===== src/rtl/dram_ctrl_pkg.sv =====
// Shared command encodings and scheduler state type for the DRAM controller.
// cmd_of maps a scheduler state to the command driven while in that state.
package dram_ctrl_pkg;

    localparam logic [2:0] CMD_NOP  = 3'd0;
    localparam logic [2:0] CMD_ACT  = 3'd1;
    localparam logic [2:0] CMD_RD   = 3'd2;
    localparam logic [2:0] CMD_WR   = 3'd3;
    localparam logic [2:0] CMD_PRE  = 3'd4;
    localparam logic [2:0] CMD_PREA = 3'd5;
    localparam logic [2:0] CMD_REF  = 3'd6;

    typedef enum logic [2:0] {
        ST_IDLE,
        ST_PRE,
        ST_ACT,
        ST_RW,
        ST_WAIT,
        ST_REF_PREA,
        ST_REF,
        ST_REF_WAIT
    } state_t;

    // Each command-issuing state drives its command for exactly one cycle.
    function automatic logic [2:0] cmd_of(input state_t s, input logic rw);
        case (s)
            ST_PRE:      cmd_of = CMD_PRE;
            ST_ACT:      cmd_of = CMD_ACT;
            ST_RW:       cmd_of = rw ? CMD_WR : CMD_RD;
            ST_REF_PREA: cmd_of = CMD_PREA;
            ST_REF:      cmd_of = CMD_REF;
            default:     cmd_of = CMD_NOP;
        endcase
    endfunction

endpackage


===== src/rtl/dram_open_row_table.sv =====
// Per-bank open-row table: valid bit plus open row, combinational lookup,
// single-bank set on ACT and clear-all on PREA.
module dram_open_row_table #(
    parameter int  NUM_OF_BANKS = 8,
    parameter int  NUM_OF_ROWS  = 128,
    localparam int BW           = $clog2(NUM_OF_BANKS),
    localparam int RW           = $clog2(NUM_OF_ROWS)
) (
    input  logic          clk,
    input  logic          rst_b,
    input  logic [BW-1:0] lookup_bank,
    input  logic [RW-1:0] lookup_row,
    output logic          lookup_open,
    output logic          lookup_hit,
    output logic          any_open,
    input  logic          set_en,
    input  logic [BW-1:0] set_bank,
    input  logic [RW-1:0] set_row,
    input  logic          clr_all
);

    logic [NUM_OF_BANKS-1:0] valid_vec;
    logic [RW-1:0]           row_arr [NUM_OF_BANKS];

    generate
        for (genvar gi = 0; gi < NUM_OF_BANKS; gi++) begin : g_bank
            logic          valid_reg;
            logic [RW-1:0] row_reg;

            always_ff @(posedge clk or negedge rst_b) begin
                if (!rst_b) begin
                    valid_reg <= 1'b0;
                    row_reg   <= '0;
                end else if (clr_all) begin
                    valid_reg <= 1'b0;
                end else if (set_en && set_bank == BW'(gi)) begin
                    valid_reg <= 1'b1;
                    row_reg   <= set_row;
                end
            end

            assign valid_vec[gi] = valid_reg;
            assign row_arr[gi]   = row_reg;
        end
    endgenerate

    assign lookup_open = valid_vec[lookup_bank];
    assign lookup_hit  = lookup_open && (row_arr[lookup_bank] == lookup_row);
    assign any_open    = |valid_vec;

endmodule


===== src/rtl/dram_cmd_scheduler.sv =====
// Turns one request at a time into ACT/RD/WR/PRE commands, interleaving
// refresh between requests, with one shared wait counter for tRCD/tRP/tRFC.
module dram_cmd_scheduler
    import dram_ctrl_pkg::*;
#(
    parameter int  NUM_OF_BANKS = 8,
    parameter int  NUM_OF_ROWS  = 128,
    parameter int  NUM_OF_COLS  = 8,
    parameter int  T_RCD        = 2,
    parameter int  T_RP         = 2,
    parameter int  T_RFC        = 4,
    localparam int BW           = $clog2(NUM_OF_BANKS),
    localparam int RW           = $clog2(NUM_OF_ROWS),
    localparam int CW           = $clog2(NUM_OF_COLS)
) (
    input  logic          clk,
    input  logic          rst_b,
    input  logic          req_valid,
    output logic          req_ready,
    input  logic          req_rw,
    input  logic [BW-1:0] req_bank,
    input  logic [RW-1:0] req_row,
    input  logic [CW-1:0] req_col,
    input  logic          refresh_req,
    output logic          refresh_ack,
    output logic [2:0]    cmd,
    output logic [BW-1:0] cmd_bank,
    output logic [RW-1:0] cmd_row,
    output logic [CW-1:0] cmd_col,
    output logic          done
);

    localparam int T_MAX0 = (T_RCD > T_RP) ? T_RCD : T_RP;
    localparam int T_MAX  = (T_MAX0 > T_RFC) ? T_MAX0 : T_RFC;
    localparam int CNTW   = $clog2(T_MAX + 1);

    state_t          state_reg, state_next, tgt_reg, tgt_next;
    logic [CNTW-1:0] cnt_reg, cnt_next;
    logic            ack_next;
    logic            lat_rw_reg;
    logic [BW-1:0]   lat_bank_reg;
    logic [RW-1:0]   lat_row_reg;
    logic [CW-1:0]   lat_col_reg;
    logic            cur_rw;
    logic [BW-1:0]   cur_bank;
    logic [RW-1:0]   cur_row;
    logic [CW-1:0]   cur_col;
    logic            tbl_open, tbl_hit, tbl_any_open;
    logic            handshake;

    assign req_ready = (state_reg == ST_IDLE) && !refresh_req;
    assign handshake = req_valid && req_ready;

    // The first command of a request issues straight from IDLE, before the latch is loaded.
    assign cur_rw   = (state_reg == ST_IDLE) ? req_rw   : lat_rw_reg;
    assign cur_bank = (state_reg == ST_IDLE) ? req_bank : lat_bank_reg;
    assign cur_row  = (state_reg == ST_IDLE) ? req_row  : lat_row_reg;
    assign cur_col  = (state_reg == ST_IDLE) ? req_col  : lat_col_reg;

    dram_open_row_table #(
        .NUM_OF_BANKS (NUM_OF_BANKS),
        .NUM_OF_ROWS  (NUM_OF_ROWS)
    ) u_table (
        .clk         (clk),
        .rst_b       (rst_b),
        .lookup_bank (req_bank),
        .lookup_row  (req_row),
        .lookup_open (tbl_open),
        .lookup_hit  (tbl_hit),
        .any_open    (tbl_any_open),
        .set_en      (state_next == ST_ACT),
        .set_bank    (cur_bank),
        .set_row     (cur_row),
        .clr_all     (state_next == ST_REF_PREA)
    );

    always_comb begin
        state_next = state_reg;
        tgt_next   = tgt_reg;
        cnt_next   = cnt_reg;
        ack_next   = 1'b0;
        case (state_reg)
            ST_IDLE: begin
                if (refresh_req)
                    state_next = tbl_any_open ? ST_REF_PREA : ST_REF;
                else if (req_valid)
                    state_next = tbl_hit ? ST_RW : (tbl_open ? ST_PRE : ST_ACT);
            end
            ST_PRE, ST_REF_PREA: begin
                tgt_next = (state_reg == ST_PRE) ? ST_ACT : ST_REF;
                if (T_RP == 1) begin
                    state_next = tgt_next;
                end else begin
                    state_next = ST_WAIT;
                    cnt_next   = CNTW'(T_RP - 1);
                end
            end
            ST_ACT: begin
                tgt_next = ST_RW;
                if (T_RCD == 1) begin
                    state_next = ST_RW;
                end else begin
                    state_next = ST_WAIT;
                    cnt_next   = CNTW'(T_RCD - 1);
                end
            end
            ST_RW: state_next = ST_IDLE;
            ST_WAIT: begin
                if (cnt_reg <= 1)
                    state_next = tgt_reg;
                else
                    cnt_next = cnt_reg - 1'b1;
            end
            ST_REF: begin
                state_next = ST_REF_WAIT;
                cnt_next   = CNTW'(T_RFC - 1);
                ack_next   = (T_RFC == 1);
            end
            // The final REF_WAIT cycle carries refresh_ack, so IDLE follows it.
            ST_REF_WAIT: begin
                if (cnt_reg == 0) begin
                    state_next = ST_IDLE;
                end else begin
                    cnt_next = cnt_reg - 1'b1;
                    ack_next = (cnt_reg == 1);
                end
            end
            default: state_next = ST_IDLE;
        endcase
    end

    always_ff @(posedge clk or negedge rst_b) begin
        if (!rst_b) begin
            state_reg    <= ST_IDLE;
            tgt_reg      <= ST_IDLE;
            cnt_reg      <= '0;
            lat_rw_reg   <= 1'b0;
            lat_bank_reg <= '0;
            lat_row_reg  <= '0;
            lat_col_reg  <= '0;
            cmd          <= CMD_NOP;
            cmd_bank     <= '0;
            cmd_row      <= '0;
            cmd_col      <= '0;
            done         <= 1'b0;
            refresh_ack  <= 1'b0;
        end else begin
            state_reg   <= state_next;
            tgt_reg     <= tgt_next;
            cnt_reg     <= cnt_next;
            cmd         <= cmd_of(state_next, cur_rw);
            done        <= (state_next == ST_RW);
            refresh_ack <= ack_next;
            if (handshake) begin
                lat_rw_reg   <= req_rw;
                lat_bank_reg <= req_bank;
                lat_row_reg  <= req_row;
                lat_col_reg  <= req_col;
            end
            if (state_next == ST_PRE || state_next == ST_ACT || state_next == ST_RW)
                cmd_bank <= cur_bank;
            if (state_next == ST_ACT)
                cmd_row <= cur_row;
            if (state_next == ST_RW)
                cmd_col <= cur_col;
        end
    end

endmodule


===== config.mk =====
export PLATFORM = sky130hd
export DESIGN_NAME = dram_cmd_scheduler
export DESIGN_NICKNAME = d
export VERILOG_FILES = /design/src/rtl/dram_ctrl_pkg.sv /design/src/rtl/dram_open_row_table.sv /design/src/rtl/dram_cmd_scheduler.sv
export SDC_FILE = /design/constraint.sdc
export NUM_CORES = 1
export LEC_CHECK = 0
export ABC_AREA = 1
export CAP_MARGIN = 10
export CORE_MARGIN = 2
export CORE_UTILIZATION = 35
export DETAILED_ROUTE_END_ITERATION = 10
export MAX_ROUTING_LAYER = met4
export PLACE_DENSITY = 0.56
export REMOVE_ABC_BUFFERS = 1
export SETUP_SLACK_MARGIN = 0.3
export SYNTH_ARGS = -nofsm -noshare
export SYNTH_HDL_FRONTEND = slang
export SYNTH_SLANG_ARGS = --single-unit

===== constraint.sdc =====
create_clock -name clk -period 2.5 [get_ports clk]
set_input_delay 0.5 -clock clk [delete_from_list [all_inputs] [get_ports clk]]
set_output_delay 0.5 -clock clk [all_outputs]
set_load 0.05 [all_outputs]

# Yosys cells after proc, flatten, opt, wreduce, memory -nomap -nowiden
# Index checks and enable logic that the tools add are counted.
# classes
n_bitwise,2
addsub,1
n_mux,42
eq_ne,23
n_lt_le_gt_ge,3
n_reduce_logical,39
# ops
operator,n
3-bit equality test (second input constant),10
3-bit two-way mux,9
7-bit binary-select mux with 3-bit select,1
1-bit two-way mux,21
7-bit two-way mux,3
3-bit by 2-bit equality test with 1-bit output (second input constant),6
3-bit one-hot mux with 6 select lines,1
2-bit nonzero test,9
2-bit AND reduction,8
3-bit one-hot mux with 5 select lines,1
3-bit by 1-bit equality test with 1-bit output (second input constant),4
3-bit one-hot mux with 4 select lines,1
1-bit logical AND,11
3-bit zero test,3
8-bit OR reduction,1
7-bit equality test,1
2-bit two-way mux,3
3-bit one-hot mux with 2 select lines,1
4-bit greater-or-equal comparator (second input constant),1
3-bit by 4-bit < comparator with 1-bit output (second input constant),1
2-bit inequality test (second input constant),2
3-bit NOT with 4-bit output,1
4-bit nonzero test,1
1-bit binary-select mux with 3-bit select,1
other kinds (8),9
# word_totals
regBits,105
wordCells,139

# Longest topological paths before layout
# Gate-level depths: netlist (run 1).
# logic_depth
ltp_word,14
ltp_mapped,20
ltp_nobuf,19

# Cells and area by module
# A second synthesis (run 1) with hierarchy kept.
# hier_totals
hier_cells,717
hier_area_um2,5482.8
# by_module_without_submodules
mod,area_each_um2,instances,seq_area_each_um2,cells_per_inst
dram_open_row_table,3280.6,1,1601.5,446
dram_cmd_scheduler,2202.1,1,1026.0,271

# Least setup slack after synthesis (run 1)
# OpenSTA, ideal clock, no wires.
# synth_path
kind,reg-to-reg
start,register state_reg[1]
end,register u_table.g_bank[3].row_reg[0]
required_ns,2.379
path_slack_ns,-0.007
setup_time_ns,0.121
stages_incl_launch_ff,11
t_arrival_ns,2.385
path_buffers,2
path_cell_list,dfrtp_1 -> nor2_1 -> nand2_1 -> nor2_1 -> a31oi_1 -> inv_1 -> nand4_4 -> buf_6 -> buf_6 -> o21ai_1 -> nand2_1
# synth_via
elab_chain_cells,6
word_cells_on_any_way,22
cone_classes,10 x eq/ne; 7 x mux; 1 x bitwise; 4 x reduce/logical
# synth_rtl
item,line_no,rtl
from (decl),dram_cmd_scheduler.sv:37,"state_t state_reg, state_next, tgt_reg, tgt_next;"
from (signal assigned),dram_cmd_scheduler.sv:148,state_reg <= state_next;
"3-bit by 1-bit equality test with 1-bit output, or another cell as far along",dram_cmd_scheduler.sv:82,case (state_reg)
3-bit OR reduction (no source line),-,
3-bit one-hot mux with 6 select lines *,dram_cmd_scheduler.sv:82,
named net state_next[2],dram_cmd_scheduler.sv:37,
3-bit by 2-bit equality test with 1-bit output or 3-bit equality test (tied branches),"dram_cmd_scheduler.sv:71, dram_cmd_scheduler.sv:74",
1-bit logical AND or 1-bit NOT (tied branches),-,
2-bit AND reduction (no source line) *,-,
to (signal assigned),dram_open_row_table.sv:38,row_reg <= set_row;
to (decl),dram_open_row_table.sv:28,logic [RW-1:0] row_reg;
# Mark *: on every way through the listed nets, which the timed path passes. The rest lies on a longest branch.
# A chain may end at the register's enable or synchronous reset.

# Final worst setup path (run 1)
# layout_path
start,input req_bank[0]
end,register u_table.g_bank[1].valid_reg
# layout_via
elab_chain_cells,13
word_cells_on_any_way,20
cone_classes,4 x eq/ne; 12 x mux; 1 x bitwise; 3 x reduce/logical
# layout_rtl
item,line_no,rtl
from (decl),dram_cmd_scheduler.sv:21,"input logic [BW-1:0] req_bank,"
3-bit NOT with 4-bit output (implied by the code),dram_open_row_table.sv:48,assign lookup_hit = lookup_open && (row_arr[lookup_bank] == lookup_row);
7-bit binary-select mux with 3-bit select,dram_open_row_table.sv:48,
7-bit two-way mux (implied by the code) (2 in series),dram_open_row_table.sv:48,
7-bit equality test,dram_open_row_table.sv:48,
1-bit logical AND,dram_open_row_table.sv:48,
2-bit two-way mux,dram_cmd_scheduler.sv:87,state_next = tbl_hit ? ST_RW : (tbl_open ? ST_PRE : ST_ACT);
3-bit two-way mux,dram_cmd_scheduler.sv:86,else if (req_valid)
3-bit two-way mux,dram_cmd_scheduler.sv:84,if (refresh_req)
3-bit one-hot mux with 6 select lines,dram_cmd_scheduler.sv:82,
3-bit by 2-bit equality test with 1-bit output,dram_cmd_scheduler.sv:71,".set_en (state_next == ST_ACT),"
1-bit logical AND,dram_open_row_table.sv:36,end else if (set_en && set_bank == BW'(gi)) begin
2-bit nonzero test (no source line),-,
to (signal assigned),dram_open_row_table.sv:32,valid_reg <= 1'b0;
to (signal assigned),dram_open_row_table.sv:35,valid_reg <= 1'b0;
to (signal assigned),dram_open_row_table.sv:37,valid_reg <= 1'b1;
to (decl),dram_open_row_table.sv:27,logic valid_reg;
# Several ways; a longest one is shown, not always the timed one. The select of a mux whose other input is x is not followed.

==> results of run 1 <==
cells in the final DEF, fill, tap and decap left out, types with 5 or more instances in the layout:
cell             count
buf_6                8
dfrtp_1            105
clkdlybuf4s50_1     31
o21ai_0             40
clkbuf_16           15
nand2_2             14
nor2_1              25
o21ai_1             31
buf_4               58
inv_2                5
buf_16               6
nand3_2             15
nand2_1            273
a21oi_1              5
nor2_2               6
nor2_4              11
buf_12              11
o21ai_2             33
nand3_1             29
inv_1               69
power breakdown:
group	total, mW	switching [mW]	internal, mW
clock	1.58	0.673	0.909
combinational	6.40	3.75	2.64
sequential	2.92	0.478	2.45
final timing paths:
check / start / end / slack, ns
max: req_bank[0] / u_table.g_bank[1].valid_reg / 0.17
min: rst_b / refresh_ack / 0.08
max reg2reg: u_table.g_bank[0].row_reg[6] / u_table.g_bank[1].valid_reg / 0.23
min reg2reg: tgt_reg[1] / tgt_reg[1] / 0.46
max in group asynchronous: rst_b / lat_col_reg[0] / 1.70
min in group clk: tgt_reg[1] / tgt_reg[1] / 0.46
through the flow:
stage	cells	util	hold slack [ns]
finish	1017	0.4981	0.08378
global route	1017	0.4981	0.1134
CTS	1000	0.4627	0.1004
detailed placement	976	0.4203	0.4469
global placement	976	0.4203	0.4320
floorplan	690	-	0.2044
routing by layer:
layer / track usage / vias to the layer above / part of all wire
met2: 0.3366 / 154 / 0.48
met5: - / - / 0
met4: 0.06658 / 0 / 0.026
met1: 0.2588 / 2422 / 0.44
li1: - / 2485 / -
met3: 0.04899 / 36 / 0.049
kinds of logic after synthesis:
kind of cell / share of synthesized area
AO/OA/AOI/OAI: 0.1188
XOR/XNOR: 0.001647
adder cells (fa/ha/maj): 0.007060
buffers and inverters: 0.07882
flip-flops: 0.4941
AND/OR/NAND/NOR: 0.2995
Yosys cell counts, types with 4 or more instances:
cell type  instances
o21ai_0           80
nand3_1           43
buf_2              7
nand2_1          287
or2_2              4
o21ai_1           25
o22ai_1            6
o211ai_1           4
nor2_4             8
dfrtp_1          105
clkbuf_1           9
inv_1             73
nor2_1            33
a21oi_1            5
repair_timing:
action | in CTS | in global routing
setup endpoints to repair | 82 | 82
resized for setup | 52 | 113
pin swaps | 18 | 44
gates cloned | 6 | 8
setup buffers | 2 | 9
layout make-up:
type | count | area, sq um
timing repair buffer | 123 | 1413
clock inverter | 6 | 90.09
fill | 1398 | 7545
tap | 188 | 235.2
sequential | 105 | 2628
multi-input combinational | 508 | 2582
clock buffer | 10 | 239.0
inverter | 77 | 301.5
==> results.json, run 1 <==
{
  "gp_congestion": 0.8983,
  "synth-seq-cells": 105,
  "placed_area_sq_um": 6319,
  "clkSinkCount": 105,
  "grt_pass1_vias": 4980,
  "finalHoldViolations": 0,
  "dpl_worst_slack_ns": -0.6731,
  "num_rows": 45,
  "fin_tns_setup_ns": 0,
  "cp_data_required_time_ns": 2.79,
  "ys_seq_area_frac": 0.4941,
  "reg2regPathDepth": 20,
  "antenna_found_initial": 0,
  "relSlewSlack": 0.6664,
  "cts_root_buffer": "clkbuf_16",
  "syn_area_per_cell_sq_um": 7.458,
  "diodes": 0,
  "path_cells": "buf_12 -> buf_12 -> buf_8 -> nor2_4 -> nor2_1 -> o21ai_1 -> nand2_1 -> nand2_2 -> nand2_1 -> nand2_1 -> nand2_1 -> nor2_2 -> nand2_1 -> nand2_1 -> nand2_1 -> nand2_2 -> nand4_4 -> buf_12 -> buf_12 -> nor2_4 -> buf_4 -> nor2_2 -> nor2_1",
  "cts_hold_buf": 0,
  "critPathMaxStageDelay_ns": 0.17,
  "dpl.hpwl_mm": 10.43,
  "power.total_mw": 10.90,
  "crit_path_frequent_cell": "nand2_1",
  "syn_inst": 713,
  "path_depth": 23,
  "dieWidth_microns": 127.3,
  "rsz0062_at_grt": "true",
  "nets": 845,
  "dieArea_sq_um": 16200,
  "postRouteAntennaNets": 0,
  "cp_num_buf_inv": 6,
  "timing.final.crit_period_ns": 2.327,
  "critPathSlowestCell": "buf_12",
  "h-tree-depth": 3,
  "drc_errors": 0,
  "cp-start-kind": "input pin",
  "clkTransAtPathRegs_ns": 0.07,
  "gr-usage-all-layers": 0.2079,
  "clockBufferDepth": 2,
  "io_buffer_count": 36,
  "fin_ws_ns": 0.1734,
  "numCtsBuffers": 9,
  "start_util": 0.3537,
  "drv_slew": 0,
  "end_kind": "flip-flop",
  "yosysUniqueCellTypes": 29,
  "synthDominantCellAreaShare": 0.4941,
  "ys_async_sr_fraction": 1.000,
  "tightest_slew_ns": 0.4988,
  "drive_gt1_frac": 0.2485,
  "fmax_mhz": 429.8,
  "drt_first_iter_violations": 346,
  "ir_drop_v": 0.0007146,
  "setup-violations-final": 0,
  "synth_flop_cell": "dfrtp_1",
  "period_share": 0.9306,
  "status": "complete, no violations",
  "path_max_fanout": 8,
  "hold_path_class": "in2async",
  "power_density_nw_per_um2": 1456,
  "core_sq_um": 15030,
  "synthTopCellsByArea": "dfrtp_1, nand2_1, o21ai_0",
  "arrival_ns": 2.62,
  "grt_first_pass_wirelength_mm": 25.53,
  "yosys.area.top_type": "dfrtp_1",
  "fin_skew_ns": 0.009171,
  "vias": 5097,
  "synth_area_sq_um": 5318,
  "p_leak_nw": 3.806,
  "worstSkewPairLatency_ns": 0.36,
  "critPathKind": "in2reg",
  "finalWirelength_mm": 16.58,
  "gr-total-overflow": 0,
  "largest_reg_flops": 56,
  "fin_area_sq_um": 7488,
  "grt_max_degree": 50,
  "critical_path.top_delay_family": "simple AND/OR/NAND/NOR gates",
  "syn2layout_area_growth_pct": 40.82,
  "wire_per_inst_microns": 16.30,
  "ys_warn_count": 0,
  "routed_via_density": 5.012,
  "ios": 37,
  "dieHeight_microns": 127.3,
  "cts_tree": "built",
  "max_cap_viol_count": 0,
  "synth-edff-count": 0,
  "firstDrtPassIters": 6
}
(Power assumes the default switching activity.)
==> inputs of run 2 (changes only) <==
--- a/config.mk
+++ b/config.mk
@@ -8,10 +8,11 @@
 export ABC_AREA = 1
 export CAP_MARGIN = 10
 export CORE_MARGIN = 2
-export CORE_UTILIZATION = 35
+export CORE_UTILIZATION = 60
+export CTS_BUF_LIST = sky130_fd_sc_hd__clkbuf_8
 export DETAILED_ROUTE_END_ITERATION = 10
 export MAX_ROUTING_LAYER = met4
-export PLACE_DENSITY = 0.56
+export PLACE_DENSITY = 0.85
 export REMOVE_ABC_BUFFERS = 1
 export SETUP_SLACK_MARGIN = 0.3
 export SYNTH_ARGS = -nofsm -noshare
==> run 2 against run 1 <==
Against the previous run: combinational power shrank 1%; worst hold slack lost 0.053 ns; sequential cell count is the same; sequential power is essentially flat; non-clock buffer count shrank 19; fmax shrank 1.8%; utilization grew 32 points; highest routed layer unchanged.
==> results.json, run 2 (synthesis results as in run 1) <==
{
  "internal_power_mw": 5.571,
  "cp_data_required_time_ns": 2.82,
  "finalWirelength_mm": 17.63,
  "critPathMaxStageDelay_ns": 0.25,
  "status": "complete, no violations",
  "max_cap_viol_count": 0,
  "io_buffer_count": 36,
  "hold_path_class": "in2async",
  "final_common_cell": "nand2_1",
  "dpl.hpwl_mm": 9.852,
  "grt_max_degree": 53,
  "critPathSlowestCell": "clkinvlp_4",
  "cp-start-kind": "input pin",
  "drt_first_iter_violations": 697,
  "critical_path.top_delay_family": "simple AND/OR/NAND/NOR gates",
  "tightest_slew_ns": 0.5140,
  "grt_first_pass_wirelength_mm": 24.84,
  "cts_tree": "built",
  "rsz0062_at_grt": "true",
  "fin_ws_ns": 0.1313,
  "pwr-share-seq": 0.280,
  "core_sq_um": 8678,
  "sw_frac_of_total": 0.4701,
  "period_share": 0.9475,
  "diodes": 0,
  "relSlewSlack": 0.6563,
  "dpl_worst_slack_ns": -0.5098,
  "routed_via_density": 6.190,
  "gp_congestion": 1.035,
  "clkPwrFrac": 0.120,
  "numCtsBuffers": 9,
  "postRouteAntennaNets": 0,
  "clkSinkCount": 105,
  "dieArea_sq_um": 9631,
  "cp_num_buf_inv": 4,
  "power.total_mw": 10.51,
  "path_cells": "buf_12 -> clkinvlp_4 -> nand3_2 -> nand3_2 -> nand2_1 -> nand2_1 -> nand2_1 -> nand2_1 -> nor2_1 -> nand2_1 -> nand2_1 -> nand2_1 -> nand2_2 -> nand4_4 -> buf_12 -> buf_12 -> nor2_4 -> nand2_1 -> nand2_1",
  "antenna_found_initial": 0,
  "cts_hold_buf": 0,
  "final_util": 0.8215,
  "setup-violations-final": 0,
  "start_util": 0.6127,
  "fmax_mhz": 422.2,
  "dieHeight_microns": 98.14,
  "nets": 827,
  "fin_skew_ns": 0.009839,
  "clockBufferDepth": 2,
  "largest_reg_flops": 56,
  "num_rows": 34,
  "finalHoldViolations": 0,
  "arrival_ns": 2.69,
  "wire_per_inst_microns": 19.20,
  "dieWidth_microns": 98.14,
  "power_density_nw_per_um2": 1475,
  "clkTransAtPathRegs_ns": 0.10,
  "gr-total-overflow": 0,
  "drv_slew": 0,
  "grt_pass1_vias": 5132,
  "end_kind": "flip-flop",
  "p_leak_nw": 3.665,
  "critPathKind": "in2reg",
  "gr-usage-all-layers": 0.3321,
  "timing.final.crit_period_ns": 2.369,
  "drc_errors": 0,
  "worstSkewPairLatency_ns": 0.37,
  "path_max_fanout": 8,
  "ios": 37,
  "combPwrFrac": 0.600,
  "cts_root_buffer": "clkbuf_8",
  "h-tree-depth": 3,
  "vias": 5682,
  "drive_gt1_frac": 0.2543,
  "ir_drop_v": 0.0008477,
  "firstDrtPassIters": 6,
  "fill_cells": 506,
  "fin_tns_setup_ns": 0,
  "switchingPower_mw": 4.943,
  "crit_path_frequent_cell": "nand2_1",
  "syn2layout_area_growth_pct": 34.07,
  "most-common-layout-cells": "nand2_1, dfrtp_1, o21ai_0, inv_1, buf_4"
}
-- run 2: power groups by stage --
stage / Sequential (mW) / Clock [mW] / Combinational (mW)
global route: 3.00 / 1.32 / 6.71
CTS: 2.84 / 1.25 / 5.00
detailed placement: 2.86 / 0 / 4.59
global placement: 2.84 / 0 / 4.41
floorplan: 3.12 / 0 / 2.36
finish: 2.94 / 1.26 / 6.31
-- run 2: final cells by class --
cell class	count	area, sq um	area share
Multi-Input combinational cell	508	2625	0.3682
Inverter	77	305.3	0.04282
Clock inverter	6	108.9	0.01527
Timing Repair Buffer	104	1195	0.1676
Clock buffer	9	123.9	0.01737
Tap cell	108	135.1	0.01895
Sequential cell	105	2629	0.3687
Timing Repair inverter	1	7.507	0.001053
-- run 2: path summary, 6_finish.rpt --
check,startpoint,endpoint,slack (ns),cells past startpoint
max reg2reg,u_table.g_bank[0].row_reg[4],u_table.g_bank[1].row_reg[3],0.14,19
min reg2reg,lat_row_reg[0],lat_row_reg[0],0.49,2
max,req_bank[1],u_table.g_bank[1].row_reg[3],0.13,19
min in group clk,lat_row_reg[0],lat_row_reg[0],0.49,2
min,rst_b,u_table.g_bank[6].row_reg[4],0.03,1
max in group asynchronous,rst_b,u_table.g_bank[7].row_reg[3],1.75,2
-- run 2: metrics by stage --
stage	cell area (sq um)	instances	hold slack, ns
floorplan	5187	690	0.2044
global placement	6106	881	0.4300
detailed placement	6106	881	0.4390
CTS	6506	902	0.04362
global route	7129	918	0.04941
finish	7129	918	0.03032
-- run 2: routing by layer --
layer	track usage	vias to the layer above	wire, microns
met5	-	-	0
met4	0.1855	0	1315
met3	0.04152	142	1716
met2	0.5274	448	8282
met1	0.4156	2654	6314
li1	-	2438	-
-- run 2: repair_timing --
item                       in CTS  in global routing
gates cloned                    4                  7
pin swaps                       2                 89
setup buffers                   2                  9
setup endpoints to repair      84                 96
gates resized for setup        31                135
